--- config.mk ---
export PLATFORM = sky130hd
export DESIGN_NAME = fetch_unit_flat
export DESIGN_NICKNAME = d
export VERILOG_FILES = /design/src/rtl/cpu_pkg.sv /design/src/rtl/fetch_unit_if.sv /design/src/rtl/fetch_fifo.sv /design/src/rtl/fetch_unit.sv /design/src/flat_wrapper.sv
export SDC_FILE = /design/constraint.sdc
export NUM_CORES = 1
export LEC_CHECK = 0
export ABC_AREA = 1
export CORE_ASPECT_RATIO = 0.9
export CORE_MARGIN = 2
export CORE_UTILIZATION = 55
export CTS_BUF_LIST = sky130_fd_sc_hd__clkbuf_4 sky130_fd_sc_hd__clkbuf_8
export DETAILED_ROUTE_END_ITERATION = 8
export HOLD_SLACK_MARGIN = 0.1
export PLACE_DENSITY = 0.83
export SETUP_SLACK_MARGIN = 0.05
export SYNTH_ARGS = -nofsm -noshare
export SYNTH_HDL_FRONTEND = slang
export SYNTH_SLANG_ARGS = --single-unit
--- constraint.sdc ---
create_clock -name clk -period 3.7 [get_ports clk]
set_input_delay 1.11 -clock clk [delete_from_list [all_inputs] [get_ports clk]]
set_output_delay 1.11 -clock clk [all_outputs]
set_load 0.05 [all_outputs]
--- src/rtl/cpu_pkg.sv ---
// Shared CPU widths, fetch defaults and the buffered instruction entry.
package cpu_pkg;
  localparam int WORD_W = 16;
  localparam int ADDR_W = 16;
  localparam logic [ADDR_W-1:0] RESET_PC_DEF = 16'h0000;

  typedef struct packed {
    logic [WORD_W-1:0] instr;
    logic [ADDR_W-1:0] pc;
  } fetch_entry_t;
endpackage

--- src/rtl/fetch_unit_if.sv ---
// Fetch-stage bus bundle.
// The memory side and the decode side share this interface; the fetch unit is the master.
interface fetch_unit_if;
  import cpu_pkg::*;
  logic [ADDR_W-1:0] mem_addr;
  logic [WORD_W-1:0] mem_rdata;
  logic              mem_busy;
  logic              redirect_valid;
  logic [ADDR_W-1:0] redirect_pc;
  logic              instr_valid;
  logic [WORD_W-1:0] instr_data;
  logic [ADDR_W-1:0] instr_pc;
  logic              instr_ready;

  modport master (
    output mem_addr, instr_valid, instr_data, instr_pc,
    input  mem_rdata, mem_busy, redirect_valid, redirect_pc, instr_ready
  );
  modport slave (
    input  mem_addr, instr_valid, instr_data, instr_pc,
    output mem_rdata, mem_busy, redirect_valid, redirect_pc, instr_ready
  );
endinterface

--- src/rtl/fetch_fifo.sv ---
// Prefetch FIFO of {instr, pc} entries.
// Flush has priority over push and pop and returns the FIFO to its empty state.
module fetch_fifo
  import cpu_pkg::*;
#(
  parameter int DEPTH = 4,
  localparam int PW = $clog2(DEPTH),
  localparam int CW = PW + 1
) (
  input  logic         clk,
  input  logic         rst_n,
  input  logic         i_push,
  input  logic         i_pop,
  input  logic         i_flush,
  input  fetch_entry_t i_wdata,
  output fetch_entry_t o_head,
  output logic [CW-1:0] o_count,
  output logic         o_full,
  output logic         o_empty
);
  fetch_entry_t  r_mem [DEPTH];
  logic [PW-1:0] r_wptr, r_rptr;
  logic [CW-1:0] r_count;

  always_ff @(posedge clk or negedge rst_n) begin
    if (!rst_n) begin
      r_wptr  <= '0;
      r_rptr  <= '0;
      r_count <= '0;
    end else if (i_flush) begin
      r_wptr  <= '0;
      r_rptr  <= '0;
      r_count <= '0;
    end else begin
      if (i_push) r_wptr <= r_wptr + 1'b1;
      if (i_pop)  r_rptr <= r_rptr + 1'b1;
      r_count <= r_count + CW'(i_push) - CW'(i_pop);
      if (i_pop) assert (r_count != '0) else $error("fetch_fifo underflow");
      if (i_push && !i_pop) assert (r_count != CW'(DEPTH)) else $error("fetch_fifo overflow");
    end
  end

  // Storage needs no reset: the head is only observed while count is nonzero.
  always_ff @(posedge clk) begin
    if (i_push && !i_flush) r_mem[r_wptr] <= i_wdata;
  end

  assign o_head  = r_mem[r_rptr];
  assign o_count = r_count;
  assign o_full  = (r_count == CW'(DEPTH));
  assign o_empty = (r_count == '0);
endmodule

--- src/rtl/fetch_unit.sv ---
// Instruction fetch: PC, memory read capture and redirect control feeding a prefetch FIFO.
// A full FIFO may still push when it pops in the same cycle, sustaining one instruction per cycle.
module fetch_unit
  import cpu_pkg::*;
#(
  parameter int               DEPTH    = 4,
  parameter logic [ADDR_W-1:0] RESET_PC = RESET_PC_DEF
) (
  input  logic clk,
  input  logic rst_n,
  fetch_unit_if.master bus
);
  localparam int CW = $clog2(DEPTH) + 1;

  logic [ADDR_W-1:0] r_pc;
  fetch_entry_t      w_head, w_wdata;
  logic [CW-1:0]     w_count;
  logic              w_full, w_empty, w_push, w_pop;

  assign w_pop   = !w_empty && bus.instr_ready && !bus.redirect_valid;
  assign w_push  = !bus.mem_busy && !bus.redirect_valid && (!w_full || w_pop);
  assign w_wdata = '{instr: bus.mem_rdata, pc: r_pc};

  always_ff @(posedge clk or negedge rst_n) begin
    if (!rst_n)                  r_pc <= RESET_PC;
    else if (bus.redirect_valid) r_pc <= bus.redirect_pc;
    else if (w_push)             r_pc <= r_pc + 1'b1;
  end

  always_ff @(posedge clk) begin
    if (rst_n) assert (w_count <= CW'(DEPTH)) else $error("fetch count out of range");
  end

  fetch_fifo #(.DEPTH(DEPTH)) u_fifo (
    .clk     (clk),
    .rst_n   (rst_n),
    .i_push  (w_push),
    .i_pop   (w_pop),
    .i_flush (bus.redirect_valid),
    .i_wdata (w_wdata),
    .o_head  (w_head),
    .o_count (w_count),
    .o_full  (w_full),
    .o_empty (w_empty)
  );

  assign bus.mem_addr    = r_pc;
  assign bus.instr_valid = !w_empty;
  assign bus.instr_data  = w_empty ? '0 : w_head.instr;
  assign bus.instr_pc    = w_empty ? '0 : w_head.pc;
endmodule

--- src/flat_wrapper.sv ---
// flat-port wrapper written by rule: the top's interface ports become plain ports
module fetch_unit_flat import cpu_pkg::*;
#(
  parameter int               DEPTH    = 4,
  parameter logic [ADDR_W-1:0] RESET_PC = RESET_PC_DEF
)
  (clk, rst_n, bus_mem_addr, bus_instr_valid, bus_instr_data, bus_instr_pc, bus_mem_rdata, bus_mem_busy, bus_redirect_valid, bus_redirect_pc, bus_instr_ready);
  fetch_unit_if bus_i ();
  input  logic clk;
  input  logic rst_n;
  output wire logic [$bits(bus_i.mem_addr)-1:0] bus_mem_addr;
  output wire logic [$bits(bus_i.instr_valid)-1:0] bus_instr_valid;
  output wire logic [$bits(bus_i.instr_data)-1:0] bus_instr_data;
  output wire logic [$bits(bus_i.instr_pc)-1:0] bus_instr_pc;
  input wire logic [$bits(bus_i.mem_rdata)-1:0] bus_mem_rdata;
  input wire logic [$bits(bus_i.mem_busy)-1:0] bus_mem_busy;
  input wire logic [$bits(bus_i.redirect_valid)-1:0] bus_redirect_valid;
  input wire logic [$bits(bus_i.redirect_pc)-1:0] bus_redirect_pc;
  input wire logic [$bits(bus_i.instr_ready)-1:0] bus_instr_ready;
  assign bus_mem_addr = bus_i.mem_addr;
  assign bus_instr_valid = bus_i.instr_valid;
  assign bus_instr_data = bus_i.instr_data;
  assign bus_instr_pc = bus_i.instr_pc;
  assign bus_i.mem_rdata = bus_mem_rdata;
  assign bus_i.mem_busy = bus_mem_busy;
  assign bus_i.redirect_valid = bus_redirect_valid;
  assign bus_i.redirect_pc = bus_redirect_pc;
  assign bus_i.instr_ready = bus_instr_ready;
  fetch_unit #(.DEPTH(DEPTH), .RESET_PC(RESET_PC)) u_core (.clk(clk), .rst_n(rst_n), .bus(bus_i));
endmodule
==> results_tabular.tex, run 1 <==
\begin{tabular}{lr}
\hline
Metric & Value \\
\hline
\multicolumn{2}{l}{\textbf{Cells and area}} \\
Final antenna diode count & 0 \\
Leading cell types in the layout, fill and taps excluded & 149 x sky130\_fd\_sc\_hd\_\_nor2\_1, 128 x sky130\_fd\_sc\_hd\_\_edfxtp\_1, 72 x sky130\_fd\_sc\_hd\_\_nand2\_1 \\
Storage element area & 4420 um\^{}2 \\
Final non-filler cell area & between 8000 and 9000 um\^{}2 \\
Area growth, synth to finish & 26.7\% \\
Footprint of the multi-input gates & about 1800 um\^{}2 \\
Commonest non-fill, non-tap cell in the layout & sky130\_fd\_sc\_hd\_\_nor2\_1 \\
Layout cell share with drive strength beyond 1 & about an eighth \\
Nets@finish & 741 \\
Fill count & 746 \\
\multicolumn{2}{l}{\textbf{CTS}} \\
Reg clk slew, reported paths & 80 ps \\
Insertion delay of the later-clocked pin in the worst-skew pair & 430 ps \\
Number of clock buffers inserted by TritonCTS & 17 \\
Root Buffer Master & sky130\_fd\_sc\_hd\_\_clkbuf\_8 \\
Max clock buf depth & 2 \\
TritonCTS clock tree & yes \\
Number of setup buffers added after CTS & 0 \\
Sink Count & 151 \\
\# H-tree levels & 4 \\
\multicolumn{2}{l}{\textbf{Timing}} \\
Count of endpoints failing hold in the final timing report & 0 \\
Worst Max-Slew Pin Slew & 852 ps \\
Setup repair after global routing missed its margin & no \\
Count of final setup violators & 0 \\
Number of pins exceeding their max-slew limit in the final report & 0 \\
Sum Neg Setup Slack & 0 ps \\
Worst-case headroom to the max-slew limit & 43.0\% \\
Final period util & 93.4\% \\
Final min period & 3460 ps \\
FMAX & 0.289 GHz \\
Worst clock skew & 10.3 ps \\
\multicolumn{2}{l}{\textbf{Yosys}} \\
Post-synthesis register bit count & between 150 and 200 \\
Cells after synthesis & just over 600 \\
Number of warnings printed during yosys synthesis & 0 \\
Number of distinct library cell variants in the gate-level netlist after synthesis & 31 \\
Average size of a mapped cell & roughly 11 um\^{}2 \\
Post-Syn Nets & around 660 \\
Netlist area before placement & 6540 um\^{}2 \\
Share of the yosys chip area belonging to registers & 67.6\% \\
\multicolumn{2}{l}{\textbf{Power}} \\
Internal power & roughly 0.0038 W \\
Sequential power share & approximately a third \\
Net Sw Frac & 40.4\% \\
Combinational power share & 46.8\% \\
Peak supply drop & 423 uV \\
Pwr/cell area & 762 nW/um\^{}2 \\
Clock group share of total power & 19.3\% \\
Reported net switching power & 0.00255 W \\
Leakage & 3.15 nW \\
\multicolumn{2}{l}{\textbf{Global routing}} \\
GRT Resource Usage Total & 23.9\% \\
Pin count of the biggest net entering global routing & 66 \\
Wire length of the first global-routing pass & 23.4 mm \\
GRT overflow & 0 \\
Number of global-route vias before repair & 4,785 \\
Antenna violations before repair & 0 \\
\multicolumn{2}{l}{\textbf{Routing}} \\
Mean routed wirelength per cell & 17.2 um \\
Post-detailed-route DRC marker count & 0 \\
Total detailed-routing wirelength & 14.9 mm \\
Ratio of routed vias to standard cells & 5.57 \\
Final antenna-violating net count & 0 \\
Number of design-rule violations left by the first detailed-router iteration & 545 \\
Number of search-and-repair iterations in the first detailed-routing pass & 6 \\
Via Count & $\sim$4,800 \\
\multicolumn{2}{l}{\textbf{Die}} \\
Area inside the core boundary & 11,500 um\^{}2 \\
Die H & 107 um \\
Standard-cell row count & 37 \\
Overall die width & 119 um \\
Die Outline Area & about 13,000 um\^{}2 \\
Initial core utilization & 56.7\% \\
Number of I/O pins & between 80 and 90 \\
\multicolumn{2}{l}{\textbf{Min path}} \\
Hold Path Depth & 0 \\
Type of the tightest min-delay check & register to register \\
Worst min-delay path endpoint & u\_core.u\_fifo.r\_mem[3][15] \\
Start point of the worst min-delay path & u\_core.bus.mem\_addr[15] \\
\multicolumn{2}{l}{\textbf{Worst setup path}} \\
Critical Path RT & 2590 ps \\
Sort of element at the end of the critical path & output pin \\
Worst Reg2Reg Path Length in Cells & 14 \\
Class of the most critical setup path & register to output pin \\
R2r setup slk & 790 ps \\
FF-to-FF Start & u\_core.u\_fifo.o\_count[1] \\
Reg2reg end & u\_core.u\_fifo.o\_count[2] \\
Maximum net fanout on the critical path & 65 \\
Type of origin of the critical path & register \\
Data arrival time of the critical path & between 2000 and 2500 ps \\
\multicolumn{2}{l}{\textbf{Place}} \\
I/O Buffers & 85 \\
RD Place Congestion & 0.863 \\
Instance area at placement & 7900 um\^{}2 \\
Half-perimeter wire length of the detailed placement result & 9.30 mm \\
\multicolumn{2}{l}{\textbf{Run status}} \\
Result of the run & completed \\
\multicolumn{2}{l}{\textbf{Job}} \\
Maxcap violations & 0 \\
\hline
\end{tabular}
[sequential cells by signal (all words and copies together), names as in the netlist]
register / flops
u_core.bus.mem_addr: 16
u_core.u_fifo.o_count: 3
u_core.u_fifo.r_wptr: 2
u_core.u_fifo.r_mem: 128
u_core.u_fifo.r_rptr: 2
[routing by layer]
metal  GRT usage, %  part of all wire [%]  wire length (um)  up-vias
met5              0                     0                 0        -
met4           9.95                   2.0               302        0
met3           4.98                   7.1              1060       38
met2           41.1                    50              7430      232
met1           29.7                    41              6060     2306
li1               -                     -                 -     2240
[power groups by stage]
stage	logic, W	clock network [W]	registers [W]
2_1_floorplan	0.00154	0	0.00223
3_3_place_gp	0.00288	0	0.00216
3_5_place_dp	0.00294	0	0.00217
4_1_cts	0.00296	0.00123	0.00213
5_1_grt	0.00310	0.00130	0.00216
6_report	0.00295	0.00122	0.00214
[kinds of logic (layout without fill, tap and decap cells)]
kind of cell	after synthesis	count (layout)	synth area share, %
DFF	151	151	67.6
adders and majority gates	8	8	1.65
AOI/OAI and AO/OA	107	107	8.40
and+or+nand+nor	269	269	16.6
xor gates and xnor gates	4	4	0.536
buffers and inverters	71	169	5.19
[how the worst max path moves through the flow]
stage,depth (start not counted),slack [ps],endpoint,from
finish,6,240,bus_instr_pc[2],u_core.u_fifo.r_rptr[0]
global route,6,60,bus_instr_pc[2],u_core.u_fifo.r_rptr[0]
CTS,5,70,bus_instr_pc[5],u_core.u_fifo.r_rptr[1]
detailed placement,10,490,u_core.u_fifo.o_count[2],bus_redirect_valid
global placement,10,590,u_core.u_fifo.o_count[2],bus_instr_ready
floorplan,4,410,u_core.u_fifo.r_mem[0][0],bus_redirect_valid
[final cells by class]
type	count	share of cell area, %
Timing Repair Buffer	96	15.9
Multi-Input combinational cell	388	21.8
Inverter	42	1.90
Sequential cell	151	53.4
Tap cell	156	2.36
Clock buffer	17	2.83
Clock inverter	14	1.80
[stage by stage]
stage	std cells	worst slack (ps)	util [%]	power [W]	hold slack (ps)
2_1_floorplan	610	415	-	0.00377	580
3_3_place_gp	833	589	68.5	0.00504	600
3_5_place_dp	833	488	68.5	0.00511	644
4_1_cts	864	71.0	71.8	0.00632	680
5_1_grt	864	56.6	71.8	0.00655	710
6_report	864	243	71.8	0.00631	686
[Yosys cell counts]
| master | n | area (um^2) |
|---|---|---|
| sky130_fd_sc_hd__buf_2 | 13 | 65.1 |
| sky130_fd_sc_hd__nand4_1 | 3 | 18.8 |
| sky130_fd_sc_hd__o211ai_1 | 1 | 7.51 |
| sky130_fd_sc_hd__nor2_1 | 153 | 574 |
| sky130_fd_sc_hd__nand2_1 | 72 | 270 |
| sky130_fd_sc_hd__buf_4 | 4 | 30.0 |
| sky130_fd_sc_hd__o21bai_1 | 2 | 15.0 |
| sky130_fd_sc_hd__nor2_4 | 1 | 11.3 |
| sky130_fd_sc_hd__o21ai_1 | 40 | 200 |
| sky130_fd_sc_hd__dfrtp_1 | 23 | 576 |
| sky130_fd_sc_hd__nand3b_1 | 1 | 7.51 |
| sky130_fd_sc_hd__o22ai_1 | 1 | 6.26 |
| sky130_fd_sc_hd__inv_2 | 4 | 15.0 |
| sky130_fd_sc_hd__fa_1 | 1 | 20.0 |
| sky130_fd_sc_hd__o21ai_0 | 27 | 135 |
| sky130_fd_sc_hd__a22oi_1 | 2 | 15.0 |
| sky130_fd_sc_hd__buf_6 | 5 | 56.3 |
| sky130_fd_sc_hd__nand2_2 | 1 | 6.26 |
| sky130_fd_sc_hd__xor2_1 | 4 | 35.0 |
| sky130_fd_sc_hd__edfxtp_1 | 128 | 3840 |
| sky130_fd_sc_hd__a21oi_1 | 34 | 170 |
| sky130_fd_sc_hd__and3_1 | 1 | 6.26 |
| sky130_fd_sc_hd__inv_1 | 38 | 143 |
| sky130_fd_sc_hd__nand3_2 | 1 | 10.0 |
| sky130_fd_sc_hd__nor3_1 | 1 | 5.00 |
| sky130_fd_sc_hd__clkbuf_2 | 3 | 15.0 |
| sky130_fd_sc_hd__nor2_2 | 1 | 6.26 |
| sky130_fd_sc_hd__nand3_1 | 33 | 165 |
| sky130_fd_sc_hd__clkbuf_1 | 4 | 15.0 |
| sky130_fd_sc_hd__ha_1 | 7 | 87.6 |
| sky130_fd_sc_hd__or2_2 | 1 | 6.26 |
[critical path, cell delays in order, from the launching register on]
cell	delay, ps
sky130_fd_sc_hd__dfrtp_2	370
sky130_fd_sc_hd__buf_4	560
sky130_fd_sc_hd__nor2_1	170
sky130_fd_sc_hd__nor2_1	140
sky130_fd_sc_hd__o21ai_0	160
sky130_fd_sc_hd__a21oi_1	320
sky130_fd_sc_hd__buf_12	180
[what timing repair did]
item | 4_1_cts | 5_1_grt
hold buffers | 0 | 0
gates resized for setup | 0 | 1
setup endpoints to repair | 0 | 29
Power figures use the tool's default switching activity.
==> run 2: changes to the inputs <==
CORE_MARGIN = not set   (was 2)
==> results_tabular.tex, run 2 (synthesis gave the netlist of run 1 again) <==
\begin{tabular}{lr}
\hline
Metric & Value \\
\hline
\multicolumn{2}{l}{\textbf{Cells and area}} \\
Final antenna diode count & 0 \\
Fill count & approximately 780 \\
Leading cell types in the layout, fill and taps excluded & 149 x sky130\_fd\_sc\_hd\_\_nor2\_1, 128 x sky130\_fd\_sc\_hd\_\_edfxtp\_1, 72 x sky130\_fd\_sc\_hd\_\_nand2\_1 \\
Number of flip-flops under the largest register name & 128 \\
Nets@finish & 744 \\
Commonest non-fill, non-tap cell in the layout & sky130\_fd\_sc\_hd\_\_nor2\_1 \\
Storage element area & around 4400 um\^{}2 \\
Core utilization of the finished layout & between 70\% and 80\% \\
Footprint of the multi-input gates & $\sim$1800 um\^{}2 \\
Layout cell share with drive strength beyond 1 & 13.2\% \\
Top register by number of flip-flops & u\_core.u\_fifo.r\_mem \\
Area growth, synth to finish & 26.4\% \\
\multicolumn{2}{l}{\textbf{CTS}} \\
TritonCTS clock tree & yes \\
Sink Count & 151 \\
Number of clock buffers inserted by TritonCTS & 17 \\
Max clock buf depth & 2 \\
Root Buffer Master & sky130\_fd\_sc\_hd\_\_clkbuf\_8 \\
Hold-fix buffer count after cts & 0 \\
Insertion delay of the later-clocked pin in the worst-skew pair & 450 ps \\
Reg clk slew, reported paths & 90 ps \\
Number of setup buffers added after CTS & 0 \\
Post\_cts resized & 0 \\
\# H-tree levels & 4 \\
\multicolumn{2}{l}{\textbf{Timing}} \\
Sum Neg Setup Slack & 0 ps \\
Worst Max-Slew Pin Slew & 703 ps \\
Number of pins exceeding their max-slew limit in the final report & 0 \\
Setup repair after global routing missed its margin & no \\
Worst-case headroom to the max-slew limit & between 50 and 60\% \\
Final min period & 3400 ps \\
Final period util & 91.8\% \\
Count of final setup violators & 0 \\
Worst clock skew & 11.8 ps \\
Count of endpoints failing hold in the final timing report & 0 \\
FMAX & 0.294 GHz \\
\multicolumn{2}{l}{\textbf{Routing}} \\
Metal3 WL & 1.21 mm \\
Via Count & $\sim$4,800 \\
Mean routed wirelength per cell & 16.6 um \\
Post-detailed-route DRC marker count & 0 \\
Number of design-rule violations left by the first detailed-router iteration & 484 \\
Routed length on met2 & 7.28 mm \\
Total detailed-routing wirelength & 14.4 mm \\
Highest signal layer in the routed design & met4 \\
Ratio of routed vias to standard cells & 5.51 \\
Number of search-and-repair iterations in the first detailed-routing pass & 6 \\
Final antenna-violating net count & 0 \\
Post-route met1 wirelength & between 5 and 6 mm \\
\multicolumn{2}{l}{\textbf{Power}} \\
Peak supply drop & 426 uV \\
Pwr/cell area & 751 nW/um\^{}2 \\
Leakage & between 3 and 4 nW \\
\multicolumn{2}{l}{\textbf{Die}} \\
Number of I/O pins & 86 \\
Standard-cell row count & 37 \\
Die H & 105 um \\
Initial core utilization & 56.7\% \\
Die Outline Area & about 12,000 um\^{}2 \\
Area inside the core boundary & 11,500 um\^{}2 \\
Overall die width & roughly 120 um \\
\multicolumn{2}{l}{\textbf{Global routing}} \\
Pin count of the biggest net entering global routing & 66 \\
Wire length of the first global-routing pass & 23.4 mm \\
Number of global-route vias before repair & between 4,000 and 5,000 \\
GRT Resource Usage Total & between 20\% and 30\% \\
Antenna violations before repair & 0 \\
GRT overflow & 0 \\
\multicolumn{2}{l}{\textbf{Worst setup path}} \\
Slowest CP cell & sky130\_fd\_sc\_hd\_\_buf\_4 \\
Ordered cell list for the critical path & buf\_4 > nor2\_1 > nor2\_1 > o21ai\_0 > a21oi\_1 > buf\_12 \\
Maximum net fanout on the critical path & 65 \\
Class of the most critical setup path & register to output pin \\
Critical Path RT & between 2000 and 3000 ps \\
Data arrival time of the critical path & 2290 ps \\
Type of origin of the critical path & register \\
Sort of element at the end of the critical path & output pin \\
Slowest cell delay on critical path & 540 ps \\
Most numerous cell on the critical path & sky130\_fd\_sc\_hd\_\_nor2\_1 \\
\multicolumn{2}{l}{\textbf{Job}} \\
Maxcap violations & 0 \\
\multicolumn{2}{l}{\textbf{Place}} \\
I/O Buffers & 85 \\
Half-perimeter wire length of the detailed placement result & 9.22 mm \\
RD Place Congestion & 0.872 \\
\multicolumn{2}{l}{\textbf{Run status}} \\
Result of the run & completed \\
\multicolumn{2}{l}{\textbf{Min path}} \\
Type of the tightest min-delay check & register to register \\
\hline
\end{tabular}
## run 2: cell count changes in the layout (fill, tap and decap cells not counted)
| cell | previous run | this run |
|---|---|---|
| sky130_fd_sc_hd__buf_12 | 37 | 35 |
| sky130_fd_sc_hd__buf_4 | 7 | 12 |
| sky130_fd_sc_hd__bufinv_16 | 2 | 0 |
| sky130_fd_sc_hd__clkinv_1 | 2 | 0 |
| sky130_fd_sc_hd__clkinv_2 | 2 | 1 |
| sky130_fd_sc_hd__clkinv_4 | 2 | 1 |
| sky130_fd_sc_hd__clkinvlp_4 | 1 | 4 |
| sky130_fd_sc_hd__inv_6 | 4 | 5 |
| sky130_fd_sc_hd__inv_8 | 1 | 4 |
## run 2: stage by stage
step	hold slack, ps	total power (W)	cell area [um^2]	worst slack, ps	instances
after floorplan	580	0.00377	6540	415	610
after global placement	597	0.00500	7890	602	836
after detailed placement	643	0.00507	7890	461	836
after CTS	668	0.00621	8260	66.8	868
after global routing	698	0.00646	8260	95.8	868
final	669	0.00620	8260	303	868
## run 2: area by class of cell
type / count / area share [%]
multi-input cells: 388 / 21.9
clock inverters: 15 / 1.61
repair buffers: 99 / 15.9
clock buffers: 17 / 2.83
flip-flops and latches: 151 / 53.5
well taps: 156 / 2.36
inverters: 42 / 1.91
## run 2: power by group
group / total (W) / internal, W / switching [W]
Combinational: 0.00290 / 0.00113 / 0.00177
Sequential: 0.00213 / 0.00200 / 0.000130
Clock: 0.00117 / 0.000491 / 0.000678
## run 2: worst paths after layout
path                                     startpoint                        end  slack (ps)  cells after the start
max                         u_core.u_fifo.r_rptr[0]            bus_instr_pc[3]         300                      6
min                          u_core.bus.mem_addr[8]  u_core.u_fifo.r_mem[0][8]         670                      0
max reg2reg                u_core.u_fifo.o_count[1]   u_core.u_fifo.o_count[2]        1380                     13
min reg2reg                  u_core.bus.mem_addr[8]  u_core.u_fifo.r_mem[0][8]         670                      0
max in group asynchronous                     rst_n    u_core.u_fifo.r_rptr[1]        2420                      2
min in group asynchronous                     rst_n    u_core.bus.mem_addr[10]        1020                      2
## run 2: worst max-delay path, delay by kind of cell (launching register included)
family | cells | cell delay [ps]
AO/OA/AOI/OAI | 2 | 480
buffers and inverters | 2 | 730
flip-flops | 1 | 380
AND/OR/NAND/NOR | 2 | 200
## run 2: per-layer routing
layer,up-vias,global-route usage [%]
met5,-,0
met1,2270,32.3
met2,245,43.4
met4,0,7.69
li1,2249,-
met3,19,5.58
==> run 3: changes to the inputs <==
CORE_MARGIN = 1   (was not set)
==> results of run 3 <==
Same layout as run 2: the final DEF is identical, and so are final timing and power.
